`src/rtl/fft_seq_pkg.sv`:
```
// Shared types and helpers for the radix-2 DIT FFT sequencer: state encoding,
// default geometry, bit reversal and the stage-counter width.
package fft_seq_pkg;

    typedef enum logic [2:0] {
        ST_IDLE   = 3'd0,
        ST_LOAD   = 3'd1,
        ST_CALC   = 3'd2,
        ST_DRAIN  = 3'd3,
        ST_UNLOAD = 3'd4
    } state_e;

    localparam int DEF_LOG2N    = 10;
    localparam int DEF_BFLY_LAT = 4;

    function automatic int stage_width(input int log2n);
        return (log2n > 1) ? $clog2(log2n) : 1;
    endfunction

    localparam int DEF_STAGE_W = stage_width(DEF_LOG2N);

    // Reverses the low w bits of v; bits above w come back as zero.
    function automatic logic [31:0] bitrev(input logic [31:0] v, input int w);
        logic [31:0] r;
        r = '0;
        for (int i = 0; i < w; i++) begin
            r[i] = v[w-1-i];
        end
        return r;
    endfunction

endpackage

```
`src/rtl/fft_seq_ctrl_if.sv`:
```
// Stream, memory-address and butterfly-control bundle of the FFT sequencer.
// FFT_SEQ_INVERSE_EN adds the inverse request and the twiddle-conjugate flag.
interface fft_seq_ctrl_if
    import fft_seq_pkg::*;
#(
    parameter int LOG2N = DEF_LOG2N
);
    localparam int STAGE_W = stage_width(LOG2N);

    logic               start;
    logic               ready;
    logic               in_valid;
    logic               in_ready;
    logic               load_we;
    logic [LOG2N-1:0]   load_addr;
    logic               rd_en;
    logic [LOG2N-1:0]   rd_addr_a;
    logic [LOG2N-1:0]   rd_addr_b;
    logic [LOG2N-2:0]   tw_addr;
    logic               wr_en;
    logic [LOG2N-1:0]   wr_addr_a;
    logic [LOG2N-1:0]   wr_addr_b;
    logic [STAGE_W-1:0] stage;
    logic               out_valid;
    logic               out_ready;
    logic [LOG2N-1:0]   out_addr;
    logic               out_last;
    logic               done;
`ifdef FFT_SEQ_INVERSE_EN
    logic               inverse;
    logic               tw_conj;
`endif

    modport master (
        input  start, in_valid, out_ready,
`ifdef FFT_SEQ_INVERSE_EN
        input  inverse,
        output tw_conj,
`endif
        output ready, in_ready, load_we, load_addr, rd_en, rd_addr_a, rd_addr_b,
        output tw_addr, wr_en, wr_addr_a, wr_addr_b, stage,
        output out_valid, out_addr, out_last, done
    );

    modport slave (
        output start, in_valid, out_ready,
`ifdef FFT_SEQ_INVERSE_EN
        output inverse,
        input  tw_conj,
`endif
        input  ready, in_ready, load_we, load_addr, rd_en, rd_addr_a, rd_addr_b,
        input  tw_addr, wr_en, wr_addr_a, wr_addr_b, stage,
        input  out_valid, out_addr, out_last, done
    );

endinterface

```
`src/rtl/fft_seq_wb_delay.sv`:
```
// Enable-gated shift register that turns butterfly read issues into write-backs
// DEPTH enabled cycles later; clr empties the valid chain only.
module fft_seq_wb_delay #(
    parameter int DEPTH  = 4,
    parameter int ADDR_W = 10
) (
    input  logic              clk,
    input  logic              clr,
    input  logic              en,
    input  logic              in_vld,
    input  logic [ADDR_W-1:0] in_a,
    input  logic [ADDR_W-1:0] in_b,
    output logic              out_vld,
    output logic [ADDR_W-1:0] out_a,
    output logic [ADDR_W-1:0] out_b
);

    logic [DEPTH-1:0]  vld_q, vld_d;
    logic [ADDR_W-1:0] a_q [DEPTH];
    logic [ADDR_W-1:0] a_d [DEPTH];
    logic [ADDR_W-1:0] b_q [DEPTH];
    logic [ADDR_W-1:0] b_d [DEPTH];

    always_comb begin
        vld_d = vld_q;
        a_d   = a_q;
        b_d   = b_q;
        if (en) begin
            vld_d[0] = in_vld;
            a_d[0]   = in_a;
            b_d[0]   = in_b;
            for (int i = 1; i < DEPTH; i++) begin
                vld_d[i] = vld_q[i-1];
                a_d[i]   = a_q[i-1];
                b_d[i]   = b_q[i-1];
            end
        end
    end

    always_ff @(posedge clk) begin
        if (clr) begin
            vld_q <= '0;
        end else begin
            vld_q <= vld_d;
        end
    end

    // Addresses are qualified by the valid chain and need no clear.
    always_ff @(posedge clk) begin
        a_q <= a_d;
        b_q <= b_d;
    end

    assign out_vld = vld_q[DEPTH-1];
    assign out_a   = a_q[DEPTH-1];
    assign out_b   = b_q[DEPTH-1];

endmodule

```
`src/rtl/fft_seq_ctrl.sv`:
```
// Frame sequencer for the in-place radix-2 DIT FFT: bit-reversed load, per-stage
// butterfly issue with delayed write-back, natural-order unload. Option: FFT_SEQ_INVERSE_EN.
module fft_seq_ctrl
    import fft_seq_pkg::*;
#(
    parameter int LOG2N    = DEF_LOG2N,
    parameter int BFLY_LAT = DEF_BFLY_LAT
) (
    input  logic clock_c,
    input  logic reset,
    input  logic en,
    fft_seq_ctrl_if.master bus
);

    localparam int STAGE_W = stage_width(LOG2N);
    localparam int N       = 1 << LOG2N;
    localparam int DCNT_W  = (BFLY_LAT > 1) ? $clog2(BFLY_LAT) : 1;

    localparam logic [LOG2N-1:0]   CNT_LAST   = LOG2N'(N - 1);
    localparam logic [LOG2N-1:0]   HALF_LAST  = LOG2N'(N / 2 - 1);
    localparam logic [STAGE_W-1:0] STAGE_LAST = STAGE_W'(LOG2N - 1);
    localparam logic [DCNT_W-1:0]  DCNT_LAST  = DCNT_W'(BFLY_LAT - 1);

    state_e             state_q, state_d;
    logic [LOG2N-1:0]   cnt_q, cnt_d;
    logic [STAGE_W-1:0] stage_q, stage_d;
    logic [DCNT_W-1:0]  dcnt_q, dcnt_d;
    logic               done_q, done_d;
    logic               conj_q, conj_d;

    logic ready_c, in_ready_c, load_we_c, rd_en_c, out_valid_c, out_last_c;
    logic wb_vld;

    logic [LOG2N-1:0] span, grp, addr_a, addr_b;
    logic [LOG2N-2:0] pos, tw;

    // Butterfly j = cnt_q: group index above the stage bit, position below it.
    always_comb begin
        span   = LOG2N'(1) << stage_q;
        pos    = (LOG2N-1)'(cnt_q & (span - LOG2N'(1)));
        grp    = cnt_q >> stage_q;
        addr_a = ((grp << stage_q) << 1) | {1'b0, pos};
        addr_b = addr_a + span;
        tw     = pos << (STAGE_LAST - stage_q);
    end

    always_comb begin
        state_d     = state_q;
        cnt_d       = cnt_q;
        stage_d     = stage_q;
        dcnt_d      = dcnt_q;
        done_d      = 1'b0;
        conj_d      = conj_q;
        ready_c     = 1'b0;
        in_ready_c  = 1'b0;
        load_we_c   = 1'b0;
        rd_en_c     = 1'b0;
        out_valid_c = 1'b0;
        out_last_c  = 1'b0;
        case (state_q)
            ST_IDLE: begin
                ready_c = 1'b1;
                if (bus.start && en) begin
                    state_d = ST_LOAD;
                    cnt_d   = '0;
                    stage_d = '0;
`ifdef FFT_SEQ_INVERSE_EN
                    conj_d  = bus.inverse;
`endif
                end
            end
            ST_LOAD: begin
                in_ready_c = 1'b1;
                if (bus.in_valid && en) begin
                    load_we_c = 1'b1;
                    if (cnt_q == CNT_LAST) begin
                        state_d = ST_CALC;
                        cnt_d   = '0;
                    end else begin
                        cnt_d = cnt_q + LOG2N'(1);
                    end
                end
            end
            ST_CALC: begin
                rd_en_c = en;
                if (en) begin
                    if (cnt_q == HALF_LAST) begin
                        state_d = ST_DRAIN;
                        cnt_d   = '0;
                        dcnt_d  = '0;
                    end else begin
                        cnt_d = cnt_q + LOG2N'(1);
                    end
                end
            end
            ST_DRAIN: begin
                if (en) begin
                    if (dcnt_q == DCNT_LAST) begin
                        dcnt_d = '0;
                        if (stage_q == STAGE_LAST) begin
                            state_d = ST_UNLOAD;
                            cnt_d   = '0;
                        end else begin
                            state_d = ST_CALC;
                            stage_d = stage_q + STAGE_W'(1);
                        end
                    end else begin
                        dcnt_d = dcnt_q + DCNT_W'(1);
                    end
                end
            end
            ST_UNLOAD: begin
                out_valid_c = 1'b1;
                out_last_c  = (cnt_q == CNT_LAST);
                if (bus.out_ready && en) begin
                    if (cnt_q == CNT_LAST) begin
                        state_d = ST_IDLE;
                        cnt_d   = '0;
                        done_d  = 1'b1;
                    end else begin
                        cnt_d = cnt_q + LOG2N'(1);
                    end
                end
            end
            default: state_d = ST_IDLE;
        endcase
    end

    // done is a pure pulse, so it is not held by en.
    always_ff @(posedge clock_c) begin
        if (reset) begin
            state_q <= ST_IDLE;
            cnt_q   <= '0;
            stage_q <= '0;
            dcnt_q  <= '0;
            done_q  <= 1'b0;
            conj_q  <= 1'b0;
        end else begin
            state_q <= state_d;
            cnt_q   <= cnt_d;
            stage_q <= stage_d;
            dcnt_q  <= dcnt_d;
            done_q  <= done_d;
            conj_q  <= conj_d;
        end
    end

    fft_seq_wb_delay #(
        .DEPTH  (BFLY_LAT),
        .ADDR_W (LOG2N)
    ) u_wb_delay (
        .clk     (clock_c),
        .clr     (reset),
        .en      (en),
        .in_vld  (rd_en_c),
        .in_a    (addr_a),
        .in_b    (addr_b),
        .out_vld (wb_vld),
        .out_a   (bus.wr_addr_a),
        .out_b   (bus.wr_addr_b)
    );

    assign bus.ready     = ready_c;
    assign bus.in_ready  = in_ready_c;
    assign bus.load_we   = load_we_c;
    assign bus.load_addr = LOG2N'(bitrev(32'(cnt_q), LOG2N));
    assign bus.rd_en     = rd_en_c;
    assign bus.rd_addr_a = addr_a;
    assign bus.rd_addr_b = addr_b;
    assign bus.tw_addr   = tw;
    assign bus.wr_en     = wb_vld & en;
    assign bus.stage     = stage_q;
    assign bus.out_valid = out_valid_c;
    assign bus.out_addr  = cnt_q;
    assign bus.out_last  = out_last_c;
    assign bus.done      = done_q;
`ifdef FFT_SEQ_INVERSE_EN
    assign bus.tw_conj   = conj_q;
`endif

endmodule
```
`src/flat_wrapper.sv`:
```
// flat-port wrapper written by rule: the top's interface ports become plain ports
module fft_seq_ctrl_flat import fft_seq_pkg::*;
#(
    parameter int LOG2N    = DEF_LOG2N,
    parameter int BFLY_LAT = DEF_BFLY_LAT
)
  (clock_c, reset, en, bus_start, bus_in_valid, bus_out_ready, bus_ready, bus_in_ready, bus_load_we, bus_load_addr, bus_rd_en, bus_rd_addr_a, bus_rd_addr_b, bus_tw_addr, bus_wr_en, bus_wr_addr_a, bus_wr_addr_b, bus_stage, bus_out_valid, bus_out_addr, bus_out_last, bus_done);
  fft_seq_ctrl_if #(.LOG2N(LOG2N)) bus_i ();
  input  logic clock_c;
  input  logic reset;
  input  logic en;
  input wire logic [$bits(bus_i.start)-1:0] bus_start;
  input wire logic [$bits(bus_i.in_valid)-1:0] bus_in_valid;
  input wire logic [$bits(bus_i.out_ready)-1:0] bus_out_ready;
  output wire logic [$bits(bus_i.ready)-1:0] bus_ready;
  output wire logic [$bits(bus_i.in_ready)-1:0] bus_in_ready;
  output wire logic [$bits(bus_i.load_we)-1:0] bus_load_we;
  output wire logic [$bits(bus_i.load_addr)-1:0] bus_load_addr;
  output wire logic [$bits(bus_i.rd_en)-1:0] bus_rd_en;
  output wire logic [$bits(bus_i.rd_addr_a)-1:0] bus_rd_addr_a;
  output wire logic [$bits(bus_i.rd_addr_b)-1:0] bus_rd_addr_b;
  output wire logic [$bits(bus_i.tw_addr)-1:0] bus_tw_addr;
  output wire logic [$bits(bus_i.wr_en)-1:0] bus_wr_en;
  output wire logic [$bits(bus_i.wr_addr_a)-1:0] bus_wr_addr_a;
  output wire logic [$bits(bus_i.wr_addr_b)-1:0] bus_wr_addr_b;
  output wire logic [$bits(bus_i.stage)-1:0] bus_stage;
  output wire logic [$bits(bus_i.out_valid)-1:0] bus_out_valid;
  output wire logic [$bits(bus_i.out_addr)-1:0] bus_out_addr;
  output wire logic [$bits(bus_i.out_last)-1:0] bus_out_last;
  output wire logic [$bits(bus_i.done)-1:0] bus_done;
  assign bus_i.start = bus_start;
  assign bus_i.in_valid = bus_in_valid;
  assign bus_i.out_ready = bus_out_ready;
  assign bus_ready = bus_i.ready;
  assign bus_in_ready = bus_i.in_ready;
  assign bus_load_we = bus_i.load_we;
  assign bus_load_addr = bus_i.load_addr;
  assign bus_rd_en = bus_i.rd_en;
  assign bus_rd_addr_a = bus_i.rd_addr_a;
  assign bus_rd_addr_b = bus_i.rd_addr_b;
  assign bus_tw_addr = bus_i.tw_addr;
  assign bus_wr_en = bus_i.wr_en;
  assign bus_wr_addr_a = bus_i.wr_addr_a;
  assign bus_wr_addr_b = bus_i.wr_addr_b;
  assign bus_stage = bus_i.stage;
  assign bus_out_valid = bus_i.out_valid;
  assign bus_out_addr = bus_i.out_addr;
  assign bus_out_last = bus_i.out_last;
  assign bus_done = bus_i.done;
  fft_seq_ctrl #(.LOG2N(LOG2N), .BFLY_LAT(BFLY_LAT)) u_core (.clock_c(clock_c), .reset(reset), .en(en), .bus(bus_i));
endmodule
```
`config.mk`:
```
export PLATFORM = sky130hd
export DESIGN_NAME = fft_seq_ctrl_flat
export DESIGN_NICKNAME = d
export VERILOG_FILES = /design/src/rtl/fft_seq_pkg.sv /design/src/rtl/fft_seq_ctrl_if.sv /design/src/rtl/fft_seq_wb_delay.sv /design/src/rtl/fft_seq_ctrl.sv /design/src/flat_wrapper.sv
export SDC_FILE = /design/constraint.sdc
export NUM_CORES = 1
export LEC_CHECK = 0
export BUFFER_PORTS_ARGS = -buffer_cell sky130_fd_sc_hd__buf_2
export CAP_MARGIN = 20
export CORE_ASPECT_RATIO = 1.75
export CORE_UTILIZATION = 50
export DETAILED_ROUTE_END_ITERATION = 10
export PLACE_DENSITY = 0.72
export SLEW_MARGIN = 20
export SYNTH_ARGS = -nofsm -noshare
export SYNTH_HDL_FRONTEND = slang
export SYNTH_SLANG_ARGS = --single-unit
```
`constraint.sdc`:
```
create_clock -name clock_c -period 5.56 [get_ports clock_c]
set_input_delay 1.112 -clock clock_c [delete_from_list [all_inputs] [get_ports clock_c]]
set_output_delay 1.112 -clock clock_c [all_outputs]
set_load 0.01 [all_outputs]
```
==> impl_metrics.ini <==
[sta]
max_freq_mhz = 188
slew_viol_final = 0
skew_ns = 0.00683
finalHoldViolCount = 0
period_needed_ns = 5.31
setup_tns_ns = 0
period_share = 0.956
worstMarginPinSlew_ns = 1.01
setup_violations = 0
relSlewSlack = 0.329

[pwr]
max-vdd-ir-drop_mv = 0.212
power.leakage_nw = 2.51
p_per_area_nw_per_um2 = 270

[clock_tree]
tritoncts = done
clk_pin_slew_ns = 0.07
ctsLongestPathBuffers = 2
cts_root_buf = clkbuf_16
htree_levels = 3
numCtsBuffers = 9
clock_sinks = 104
clk_latency_ns = 0.34

[final_layout]
final_core_util = 0.581
regArea_um2 = 2880
antenna_cells_inserted = 0
n_fill_cell = 915
drive_gt1_frac = 0.278
areaGrowthSynthToFinish_pct = 12.9
multi_input_area_um2 = 2030
nNetsFinal = 545

[critical_path]
cp_max_fo = 10
cp.required_ns = 4.45
r2r_setup_slack_ns = 1.68
rr_endpoint = u_core.u_wb_delay.b_q[39]$_DFFE_PP_
cp-start-kind = register
end_kind = primary output
r2r_cells = 15
crit_arrival_ns = 4.20
regToRegStartpoint = u_core.bus.stage[1]$_SDFFE_PP0P_
worst-setup-path-type = register to primary output

[logic_synthesis]
syn_inst = 458
synthTopCellsByArea = edfxtp_1 45%, dfxtp_1 9.1%, buf_4 5.0%
ys_ff_latch = 104
yosysMostFrequentCell = edfxtp_1
ys_seq_area_frac = 0.544
syn-cell-area_um2 = 5300
ys_types = 80
yosys.area.top_type = edfxtp_1
synth-edff-count = 80
synth_commonest_cells = 80 x edfxtp_1, 35 x buf_4, 35 x nor2_1
yosys.area.top_type_share = 0.453
synth.net_count = 483
syn_avg_cell_area_um2 = 11.6
ys.flop_type = edfxtp_1
ys.warnings.count = 0
synthArstFlopShare = 0

[hold_path]
holdPathEnd = u_core.u_wb_delay.a_q[20]$_DFFE_PP_
whs_path_depth = 0
worstHoldStart = u_core.u_wb_delay.a_q[30]$_DFFE_PP_
timing.hold.worst.class = register to register

[die]
placementRows = 49
core-area_um2 = 10300
dieArea_um2 = 11000
die_w_um = 79.8
die_y_um = 138
initial_core_util = 0.515
ios = 87

[global_routing]
grt_pass1_vias = 3605
grt_pass1_wl_um = 18600
antenna_found_initial = 0
overflow = 0
grt_usage = 0.223
grt_max_degree = 86

[detailed_routing]
postRouteAntennaNets = 0
drc_errors = 0
vias_per_cell = 5.79
wire_per_inst_um = 17.9
vias = 3772
drt_iter0_drc = 149
firstDrtPassIters = 4
totalWireLength_um = 11700

[flow_run]
maxCapViolCount = 0

[placed_design]
dp_hpwl_um = 8650
portBuffers = 86
place_congestion = 0.923

[run_status]
status = finished clean
registers in the layout (all words and copies together) (netlist names):
signal and flops:
u_core.bus.done 1, u_core.bus.out_addr 10, u_core.bus.stage 4, u_core.dcnt_q 2, u_core.state_q 3, u_core.u_wb_delay.a_q 30
u_core.u_wb_delay.b_q 30, u_core.u_wb_delay.out_a 10, u_core.u_wb_delay.out_b 10, u_core.u_wb_delay.vld_q 4
what timing repair did:
item	4_1_cts	5_1_grt
setup endpoints to repair	0	2
hold buffers	0	0
buffers inserted	0	0
gates resized for setup	0	5
through the flow:
step	instances	power, mW	hold WS, ns	instance area (µm²)	worst slack (ns)
floorplan	458	0.962	0.400	5300	0.509
global placement	636	0.988	0.400	5670	0.582
detailed placement	636	0.993	0.405	5670	0.505
CTS	652	1.63	0.423	5970	0.119
global route	652	1.67	0.423	5990	-0.0166
finish	652	1.61	0.419	5990	0.246
layout make-up:
type,instances,share of cell area
clock inverter,7,0.0132
tap,127,0.0265
clock buffer,9,0.0376
multi-input combinational,289,0.338
sequential,104,0.482
inverter,13,0.00878
timing repair buffer,103,0.0936
worst max-delay path by stage:
stage | slack, ns | start | endpoint
2_1_floorplan | 0.51 | u_core.bus.stage[1]$_SDFFE_PP0P_ | bus_rd_addr_b[9]
3_3_place_gp | 0.58 | u_core.bus.stage[2]$_SDFFE_PP0P_ | bus_rd_addr_b[9]
3_5_place_dp | 0.50 | u_core.bus.stage[1]$_SDFFE_PP0P_ | bus_rd_addr_b[9]
4_1_cts | 0.12 | u_core.bus.stage[1]$_SDFFE_PP0P_ | bus_rd_addr_b[9]
5_1_grt | -0.02 | u_core.bus.stage[1]$_SDFFE_PP0P_ | bus_rd_addr_b[9]
6_report | 0.25 | u_core.bus.stage[1]$_SDFFE_PP0P_ | bus_rd_addr_b[9]
metal layers:
metal	wire [µm]	track usage	vias up
met5	0	0	-
met3	469	0.0363	32
met1	4240	0.236	1818
met4	526	0.120	0
met2	6450	0.408	128
li1	-	-	1794
cells in the final DEF (no fill, tap or decap), types with 3 or more instances in the layout:
cell and n:
a32oi_1 3, a211oi_1 3, xnor2_1 9, nor2_1 35, o21ai_0 12, a31oi_1 4
nor3b_1 3, and2_1 8, o31ai_1 4, nand2_1 29, ha_1 17, nand2b_1 4
mux2i_1 11, nor3_1 9, nand4_1 6, dfxtp_1 23, a31o_2 3, buf_2 85
buf_4 18, edfxtp_1 80, clkbuf_16 9, nand3_1 10, or3_1 3, mux2_2 3
and3_1 4, inv_1 10, xor2_1 11, a21o_1 4, a21oi_1 26, nor2b_1 6
logic make-up after synthesis:
| group | count (synthesis) | share of synthesized area |
|---|---|---|
| and+or+nand+nor | 141 | 0.143 |
| other | 1 | 0.000707 |
| adders and majority gates | 20 | 0.0481 |
| muxes | 16 | 0.0363 |
| DFF | 104 | 0.544 |
| xor gates and xnor gates | 20 | 0.0330 |
| buffers and inverters | 65 | 0.0758 |
| AOI/OAI and AO/OA | 91 | 0.119 |
critical path: stages, from the launching register on:
cell and delay, ns:
dfxtp_1 0.38, clkinvlp_4 0.21, ha_1 0.25, nand2_1 0.13, ha_1 0.21, or4bb_1 0.48
o211ai_1 0.16, a21boi_0 0.18, a221o_1 0.35, ha_2 0.40, a21oi_1 0.11, nand2_1 0.08
nand2_1 0.07, a31oi_2 0.22, nor4_1 0.08, a311oi_1 0.33, buf_2 0.20
power breakdown:
part	switching, mW	internal [mW]
Clock	0.285	0.355
Sequential	0.0136	0.872
Combinational	0.0565	0.0320
Total	0.355	1.26
(Power assumes the default switching activity.)
